===== config.mk =====
export PLATFORM = sky130hd
export DESIGN_NAME = mux_rr_sequencer_flat
export DESIGN_NICKNAME = d
export VERILOG_FILES = /design/src/rtl/mux_rr_sequencer_pkg.sv /design/src/rtl/mux_rr_sequencer_if.sv /design/src/rtl/mux_rr_sequencer_rr_pick.sv /design/src/rtl/mux_rr_sequencer.sv /design/src/flat_wrapper.sv
export SDC_FILE = /design/constraint.sdc
export NUM_CORES = 1
export LEC_CHECK = 0
export ABC_CLOCK_PERIOD_IN_PS = 3100
export CAP_MARGIN = 30
export CORE_ASPECT_RATIO = 1.5
export CORE_MARGIN = 5
export CORE_UTILIZATION = 35
export DETAILED_ROUTE_END_ITERATION = 7
export GPL_TIMING_DRIVEN = 0
export PLACE_DENSITY = 0.58
export SLEW_MARGIN = 10
export SYNTH_ARGS = -nofsm -noshare
export SYNTH_HDL_FRONTEND = slang
export SYNTH_HIERARCHICAL = 1
export SYNTH_SLANG_ARGS = --single-unit

===== constraint.sdc =====
create_clock -name clk -period 3.1 [get_ports clk]
set_input_delay 0.62 -clock clk [delete_from_list [all_inputs] [get_ports clk]]
set_output_delay 0.62 -clock clk [all_outputs]
set_load 0.01 [all_outputs]

===== src/rtl/mux_rr_sequencer_pkg.sv =====
// Shared constants, FSM state type and helpers for the round-robin mux sequencer.
package mux_seq_pkg;

  localparam int NCH  = 8;
  localparam int SELW = 3;

  typedef enum logic [1:0] {
    IDLE    = 2'd0,
    SETTLE  = 2'd1,
    PRESENT = 2'd2
  } state_t;

  // One-hot channel mask for a select value.
  function automatic logic [NCH-1:0] onehot(input logic [SELW-1:0] s);
    logic [NCH-1:0] m;
    m    = '0;
    m[s] = 1'b1;
    return m;
  endfunction

endpackage


===== src/rtl/mux_rr_sequencer_if.sv =====
// Bundle of request, mux and downstream handshake signals around the sequencer.
// The master side is the sequencer itself; the slave side is its environment.
interface mux_rr_sequencer_if #(
  parameter int DW = 4
);
  import mux_seq_pkg::*;

  logic [NCH-1:0]  req;
  logic [DW-1:0]   mux_y;
  logic            out_ready;
  logic [SELW-1:0] sel;
  logic [NCH-1:0]  grant;
  logic            out_valid;
  logic [DW-1:0]   dout;
  logic [NCH-1:0]  ack;
  logic            busy;

  modport master (
    input  req, mux_y, out_ready,
    output sel, grant, out_valid, dout, ack, busy
  );

  modport slave (
    output req, mux_y, out_ready,
    input  sel, grant, out_valid, dout, ack, busy
  );

endinterface


===== src/rtl/mux_rr_sequencer_rr_pick.sv =====
// Round-robin arbiter core: finds the first requesting channel after last_ptr.
// Works by rotating the request vector so the search starts at bit 0,
// priority-encoding the lowest set bit, then adding the rotation back.
module rr_pick
  import mux_seq_pkg::*;
(
  input  logic [NCH-1:0]  req,
  input  logic [SELW-1:0] last_ptr,
  output logic [SELW-1:0] pick,
  output logic            any
);

  logic [SELW-1:0] start;
  logic [NCH-1:0]  rot;
  logic [SELW-1:0] idx;

  // Rotate, priority-encode and un-rotate; the 3-bit adds wrap 7->0 naturally.
  always_comb begin
    start = last_ptr + SELW'(1);
    rot   = '0;
    for (int i = 0; i < NCH; i++) begin
      rot[i] = req[SELW'(start + SELW'(i))];
    end
    idx = '0;
    for (int i = NCH - 1; i >= 0; i--) begin
      if (rot[i]) begin
        idx = SELW'(i);
      end
    end
    pick = start + idx;
    any  = |req;
  end

endmodule


===== src/rtl/mux_rr_sequencer.sv =====
// Upstream control stage for an 8:1 mux: arbitrates channel requests
// round-robin, holds the select for a settle window, captures the mux output
// and presents it downstream on a valid/ready handshake, then acks the channel.
module mux_rr_sequencer
  import mux_seq_pkg::*;
#(
  parameter int DW         = 4,
  parameter int SETTLE_CYC = 2
)(
  input logic                clk,
  input logic                rst,
  mux_rr_sequencer_if.master bus
);

  localparam logic [3:0] CNT_INIT = 4'(SETTLE_CYC - 1);

  state_t          state,    state_n;
  logic [3:0]      cnt,      cnt_n;
  logic [SELW-1:0] last_ptr, last_ptr_n;
  logic [SELW-1:0] sel_r,    sel_n;
  logic [NCH-1:0]  grant_r,  grant_n;
  logic            valid_r,  valid_n;
  logic [DW-1:0]   dout_r,   dout_n;
  logic [NCH-1:0]  ack_r,    ack_n;

  logic [SELW-1:0] pick;
  logic            any_req;

  rr_pick u_pick (
    .req      (bus.req),
    .last_ptr (last_ptr),
    .pick     (pick),
    .any      (any_req)
  );

  // Next-state and next-output logic; everything holds unless a transition says otherwise,
  // and ack drops back to zero every cycle so it can only ever be a single-cycle pulse.
  always_comb begin
    state_n    = state;
    cnt_n      = cnt;
    last_ptr_n = last_ptr;
    sel_n      = sel_r;
    grant_n    = grant_r;
    valid_n    = valid_r;
    dout_n     = dout_r;
    ack_n      = '0;

    case (state)
      IDLE: begin
        grant_n = '0;
        if (any_req) begin
          sel_n   = pick;
          grant_n = onehot(pick);
          cnt_n   = CNT_INIT;
          state_n = SETTLE;
        end
      end

      SETTLE: begin
        if (cnt != 4'd0) begin
          cnt_n = cnt - 4'd1;
        end else begin
          dout_n  = bus.mux_y;
          valid_n = 1'b1;
          state_n = PRESENT;
        end
      end

      PRESENT: begin
        if (valid_r && bus.out_ready) begin
          valid_n    = 1'b0;
          ack_n      = grant_r;
          last_ptr_n = sel_r;
          grant_n    = '0;
          state_n    = IDLE;
        end
      end

      default: begin
        state_n = IDLE;
        grant_n = '0;
        valid_n = 1'b0;
      end
    endcase
  end

  // State and output registers; reset drops any word in flight and points the arbiter at channel 7
  // so that channel 0 wins first.
  always_ff @(posedge clk) begin
    if (rst) begin
      state    <= IDLE;
      cnt      <= '0;
      last_ptr <= SELW'(NCH - 1);
      sel_r    <= '0;
      grant_r  <= '0;
      valid_r  <= 1'b0;
      dout_r   <= '0;
      ack_r    <= '0;
    end else begin
      state    <= state_n;
      cnt      <= cnt_n;
      last_ptr <= last_ptr_n;
      sel_r    <= sel_n;
      grant_r  <= grant_n;
      valid_r  <= valid_n;
      dout_r   <= dout_n;
      ack_r    <= ack_n;
    end
  end

  assign bus.sel       = sel_r;
  assign bus.grant     = grant_r;
  assign bus.out_valid = valid_r;
  assign bus.dout      = dout_r;
  assign bus.ack       = ack_r;
  assign bus.busy      = (state != IDLE);

endmodule


===== src/flat_wrapper.sv =====
// flat-port wrapper written by rule: the top's interface ports become plain ports
module mux_rr_sequencer_flat import mux_seq_pkg::*;
#(
  parameter int DW         = 4,
  parameter int SETTLE_CYC = 2
)
  (clk, rst, bus_req, bus_mux_y, bus_out_ready, bus_sel, bus_grant, bus_out_valid, bus_dout, bus_ack, bus_busy);
  mux_rr_sequencer_if #(.DW(DW)) bus_i ();
  input logic clk;
  input logic rst;
  input wire logic [$bits(bus_i.req)-1:0] bus_req;
  input wire logic [$bits(bus_i.mux_y)-1:0] bus_mux_y;
  input wire logic [$bits(bus_i.out_ready)-1:0] bus_out_ready;
  output wire logic [$bits(bus_i.sel)-1:0] bus_sel;
  output wire logic [$bits(bus_i.grant)-1:0] bus_grant;
  output wire logic [$bits(bus_i.out_valid)-1:0] bus_out_valid;
  output wire logic [$bits(bus_i.dout)-1:0] bus_dout;
  output wire logic [$bits(bus_i.ack)-1:0] bus_ack;
  output wire logic [$bits(bus_i.busy)-1:0] bus_busy;
  assign bus_i.req = bus_req;
  assign bus_i.mux_y = bus_mux_y;
  assign bus_i.out_ready = bus_out_ready;
  assign bus_sel = bus_i.sel;
  assign bus_grant = bus_i.grant;
  assign bus_out_valid = bus_i.out_valid;
  assign bus_dout = bus_i.dout;
  assign bus_ack = bus_i.ack;
  assign bus_busy = bus_i.busy;
  mux_rr_sequencer #(.DW(DW), .SETTLE_CYC(SETTLE_CYC)) u_core (.clk(clk), .rst(rst), .bus(bus_i));
endmodule

Yosys cells after proc, flatten, opt, wreduce, memory -nomap -nowiden
Cells that the tools add are included.

Add/sub/neg operators: 10. Magnitude comparators: 10. Equality and inequality tests: 6. Mux-type cells: 39. Bitwise logic cells: 5. Reduce and logical (&&, ||, !) cells: 15.

Operators by type and width (number): < comparator 3 x 4 -> 1 bit (second input constant) (9); binary-select mux 1 bit (select 3 bit) (8); two-way mux 3 bit (8); case mux 8 bit (3 select lines) (1); two-way mux 8 bit (2); adder 3 bit (second input constant) (4); two-way mux 1 bit (11); AND reduction 3 bit (3); two-way mux 4 bit (2); case mux 4 bit (2 select lines) (1); AND reduction 2 bit (4); OR reduction 8 bit (1); adder 3 x 1 -> 3 bit (second input constant) (2); adder 3 x 2 -> 3 bit (second input constant) (2); two-way mux 2 bit (3); != test 2 x 1 -> 1 bit (second input constant) (3); case mux 2 bit (3 select lines) (1); NOT 1 bit (5); nonzero test 2 bit (2); nonzero test 4 bit (1); subtractor 4 x 1 -> 4 bit (second input constant) (1); adder 3 bit (1); demux 1 bit (select 3 bit) (1); greater-or-equal comparator 3 x 1 -> 1 bit (second input constant) (1); 7 further kinds (8).

Bits in registers: 33. Output and inout port bits: 25.

Logic depth before layout (Yosys ltp)
Word-level depth: 19. Depth in mapped cells: 16. Depth with buffers taken out: 14.

Modules after synthesis
The synthesis kept the hierarchy.

By module, submodules not included: mux_rr_sequencer (instances 1, cells an instance 133, area each 1280.0 µm², sequential area each 660.6 µm²); rr_pick (instances 1, cells an instance 51, area each 579.3 µm², sequential area each 0.0 µm²).

Worst setup path before layout
No wires, ideal clock.

Path type: register to register. From: reg u_core.last_ptr[0]. To: reg u_core.grant_r[3], in the netlist u_core/bus.grant[3]. Arrival time: 3.335 ns. Required time: 2.969 ns. Slack: -0.366 ns. Stages on the path, launching flop included: 17. Buffers on the path: 2. Clock period less this slack: 3.466 ns. Path through: dfxtp_1 -> clkbuf_8 -> inv_1 -> ha_1 -> buf_6 -> mux4_2 -> mux2i_1 -> o21ai_0 -> a21boi_0 -> o221a_2 -> ha_1 -> inv_1 -> fa_1 -> xnor2_1 -> xnor2_1 -> nand2b_1 -> o32ai_1.

Longest elaborated chain between the ends: 19. Elaborated cells between the ends (all ways): 40.

RTL lines: from (decl) (RTL line mux_rr_sequencer.sv:19) `logic [SELW-1:0] last_ptr, last_ptr_n;`; from (signal assigned) (RTL line mux_rr_sequencer.sv:93) `last_ptr <= SELW'(NCH - 1);`; from (signal assigned) (RTL line mux_rr_sequencer.sv:102) `last_ptr <= last_ptr_n;`; adder 3 x 1 -> 3 bit * (RTL line mux_rr_sequencer_rr_pick.sv:19) `start = last_ptr + SELW'(1);`; adder 3 bit (RTL line mux_rr_sequencer_rr_pick.sv:22) `rot[i] = req[SELW'(start + SELW'(i))];`; binary-select mux 1 bit (select 3 bit) (RTL line mux_rr_sequencer_rr_pick.sv:22); two-way mux 1 bit (implied by the code) (RTL line mux_rr_sequencer_rr_pick.sv:22); two-way mux 3 bit (8 in series) (RTL line mux_rr_sequencer_rr_pick.sv:26) `if (rot[i]) begin`; adder 3 bit * (RTL line mux_rr_sequencer_rr_pick.sv:30) `pick = start + idx;`; net u_core.pick[2] (RTL line mux_rr_sequencer.sv:26) `logic [SELW-1:0] pick;`; < comparator 3 x 4 -> 1 bit (implied by the code) / greater-or-equal comparator 3 x 1 -> 1 bit (equally long branches) (RTL line mux_rr_sequencer_pkg.sv:17) `m[s] = 1'b1;`; logical AND 1 bit (implied by the code) (RTL line mux_rr_sequencer_pkg.sv:17); two-way mux 1 bit (implied by the code) (RTL line mux_rr_sequencer_pkg.sv:17); demux 1 bit (select 3 bit) *; two-way mux 8 bit * (RTL line mux_rr_sequencer.sv:51) `if (any_req) begin`; case mux 8 bit (3 select lines) * (RTL line mux_rr_sequencer.sv:48) `case (state)`; to (signal assigned) (RTL line mux_rr_sequencer.sv:104) `grant_r <= grant_n;`; to (decl) (RTL line mux_rr_sequencer.sv:21) `logic [NCH-1:0] grant_r, grant_n;`.

The timed path passes the listed nets; every way through them passes the cells marked *. The select of a mux whose other input is x is not followed. A chain may end at the register's enable or synchronous reset.

Worst setup path in the final report
From: reg u_core.last_ptr[0]. To: reg u_core.sel_r[2], in the netlist u_core/bus.sel[2].

Longest elaborated chain between the ends: 13. Elaborated cells between the ends (all ways): 33.

RTL lines: adder 3 x 1 -> 3 bit * (RTL line mux_rr_sequencer_rr_pick.sv:19); adder 3 bit (RTL line mux_rr_sequencer_rr_pick.sv:22); binary-select mux 1 bit (select 3 bit) (RTL line mux_rr_sequencer_rr_pick.sv:22); two-way mux 1 bit (implied by the code) (RTL line mux_rr_sequencer_rr_pick.sv:22); two-way mux 3 bit (8 in series) (RTL line mux_rr_sequencer_rr_pick.sv:26); adder 3 bit * (RTL line mux_rr_sequencer_rr_pick.sv:30); net u_core.pick[2] (RTL line mux_rr_sequencer.sv:26); to (signal assigned) (RTL line mux_rr_sequencer.sv:103) `sel_r <= sel_n;`; to (decl) (RTL line mux_rr_sequencer.sv:20) `logic [SELW-1:0] sel_r, sel_n;`.

Marks and branches as above.

==> results.cfg <==
[logic_synthesis]
synthArstFlopShare = 0
ys_ff_latch = 33
syn_area_mm2 = 0.001859
synth-edff-count = 0
synth_area_leader_cell = dfxtp_1
synth_top_area_frac = 0.3553
synth_ff_type = dfxtp_1
synthTopCellsByArea = dfxtp_1, mux2i_1, mux4_2
syn_nets = 204
synth_cell_types = 47
yosysWarnings = 6
syn_inst = 184
syn_avg_cell_area_um2 = 10.10
yosysSeqAreaShare = 0.3553

[cts]
clk_latency_ns = 0.28
clk_path_buf_depth = 2
cts_max_level = 2
cts-buffers-inserted = 5
clock_sinks = 33
ctsHoldBuffers = 0
path_clk_slew_ns = 0.06
cts_root_buf = clkbuf_8
cts_tree = yes

[cells_and_area]
mostFrequentLayoutCells = clkdlybuf4s50_1, dfxtp_1, inv_1
final_common_cell = clkdlybuf4s50_1
multi_input_area_mm2 = 0.001170
fin_util = 0.5114
diodes = 0
regArea_um2 = 661.9
syn_to_final_growth_pct = 42.06
final_area_mm2 = 0.002641
fin_cells = 307
drive_gt1_frac = 0.2469
finalNetCount = 258
n_fill_cell = 476

[floorplanning]
die_y_um = 99.27
pin_count = 40
fp.dieW_um = 69.51
start_util = 0.3600
std_cell_rows = 32
die_area_mm2 = 0.006900
core_area_mm2 = 0.005165

[critical_path]
crit_fanout = 5
startpoint_type = flip-flop
critPathSlowestCell = mux4_2
required_ns = 3.25
cp.arrival_ns = 3.56
crit_chain = clkbuf_16, inv_6, ha_4, buf_8, mux4_2, mux2i_2, o21ai_1, a21boi_1, o221a_2, ha_4, inv_2, fa_2, xnor2_2, xnor2_1, buf_4, buf_4, mux2i_1, nor2_1
cp-end-kind = flip-flop
critPathKind = flip-flop to flip-flop
max_stage_delay_ns = 0.51

[sta]
worst_slack_ns = -0.3102
relSlewSlack = 0.5052
rsz0062_at_grt = true
worst_slew_pin_slew_ns = 0.7319
slew_viol_final = 0
fin_crit_sh = 1.100
final_hold_viol_count = 0
max_freq_mhz = 293.2
skew_ns = 0.002009
setup_violations = 9
period_minus_slack_ns = 3.410

[place]
io_buffer_count = 38
dpl_cell_area_mm2 = 0.002357
dp.cells = 290
place_hpwl_um = 3192
gp_congestion = 0.7392
place_ws_ns = -0.5200

[global_routing]
grt_use_total = 0.1266
grt_max_degree = 11
antenna_found_initial = 0
gr-total-overflow = 0
grt_pass1_vias = 1544
grt_pass1_wl_um = 7003

[routing]
wl_per_cell_um = 14.02
drt_wl_total_um = 4303
first_iter_violations = 78
firstDrtPassIters = 4
drt_drc_violations_left = 0
ant_nets = 0
viasPerCell = 5.117
vias = 1571

[power_and_ir_drop]
pwr-share-comb = 0.319
switching_share = 0.2931
switchingPower_mw = 0.3833
p_int_mw = 0.9244
ir_worst_vdd_mv = 0.2817
p_leak_nw = 1.003
seq_power_share = 0.366
power.clock.fraction = 0.315
powerDensity_mw_per_mm2 = 495.1

[job]
drv_cap = 0

[status]
status = finished with violations
failed_checks = negative setup slack

[min_path]
hold_class = flip-flop to flip-flop
## kinds of logic after synthesis
kind of cell	share of synthesized area
and+or+nand+nor	0.1682
AOI/OAI and AO/OA	0.1528
buffers and inverters	0.07537
DFF	0.3553
xor gates and xnor gates	0.04374
muxes	0.1669
adders and majority gates	0.03769
## Yosys cell counts (5+ instances only)
| master | number |
|---|---|
| a21oi_1 | 5 |
| dfxtp_1 | 33 |
| inv_1 | 16 |
| mux2i_1 | 13 |
| nand2_1 | 10 |
| nand3_1 | 5 |
| nor2_1 | 8 |
| nor3_1 | 10 |
| o21ai_0 | 9 |
| o32ai_1 | 8 |
## sequential cells by signal (all words and copies together) (netlist names)
name and count:
u_core/bus.ack 8, u_core/cnt 4, u_core/state 2, u_core/bus.dout 4
u_core/bus.out_valid 1, u_core/last_ptr 3, u_core/bus.sel 3, u_core/bus.grant 8
## routing by layer
layer	vias up	track usage	part of all wire
li1	785	-	-
met3	6	0.02932	0.053
met2	40	0.2412	0.57
met4	0	0.06917	0.023
met1	740	0.1240	0.36
met5	-	0	0
## metrics by stage
step           hold slack, ns  power [mW]  setup TNS, ns
2_1_floorplan          0.4525      0.7392        -0.7383
3_3_place_gp           0.4555      0.8646         -4.537
3_5_place_dp           0.4520      0.8658         -4.591
4_1_cts                0.4625       1.295         -1.846
5_1_grt                0.4924       1.380         -4.188
6_report               0.4742       1.308         -2.354
## path summary, 6_finish.rpt
path	start	end	slack [ns]	cells past startpoint
setup / recovery	u_core/last_ptr[0]$_SDFFE_PP1P_	u_core/bus.sel[2]$_SDFFE_PP0P_	-0.31	18
hold / removal	u_core/bus.dout[3]$_SDFFE_PP0P_	u_core/bus.dout[3]$_SDFFE_PP0P_	0.47	2
setup reg to reg	u_core/last_ptr[0]$_SDFFE_PP1P_	u_core/bus.sel[2]$_SDFFE_PP0P_	-0.31	18
hold reg to reg	u_core/bus.dout[3]$_SDFFE_PP0P_	u_core/bus.dout[3]$_SDFFE_PP0P_	0.47	2
## power groups by stage
stage,clock network [mW],logic [mW],registers [mW]
2_1_floorplan,0,0.244,0.496
3_3_place_gp,0,0.376,0.488
3_5_place_dp,0,0.377,0.489
4_1_cts,0.425,0.391,0.479
5_1_grt,0.442,0.455,0.483
6_report,0.411,0.418,0.478
## worst max-delay path, delay by kind of cell, from the launching register on
family / cells / cell delay, ns
AOI/OAI and AO/OA: 3 / 0.49
buffers and inverters: 6 / 0.57
xor gates and xnor gates: 2 / 0.28
adders and majority gates: 3 / 0.73
and+or+nand+nor: 1 / 0.05
DFF: 1 / 0.35
muxes: 3 / 0.81
## area by class of cell
| cell class | instances | area share |
|---|---|---|
| multi-input cells | 124 | 0.4429 |
| flip-flops and latches | 33 | 0.2506 |
| repair buffers | 47 | 0.1696 |
| plain buffers | 11 | 0.03600 |
| clock buffers | 7 | 0.03269 |
| well taps | 68 | 0.03221 |
| inverters | 16 | 0.02463 |
| clock inverters | 1 | 0.01137 |
## timing repair
| item | CTS | global route |
|---|---|---|
| setup buffers | 8 | 1 |
| gates resized for setup | 3 | 13 |
| pin swaps | 4 | 3 |
| setup endpoints to repair | 10 | 10 |
Note: power is estimated with default switching activity, not from simulation.
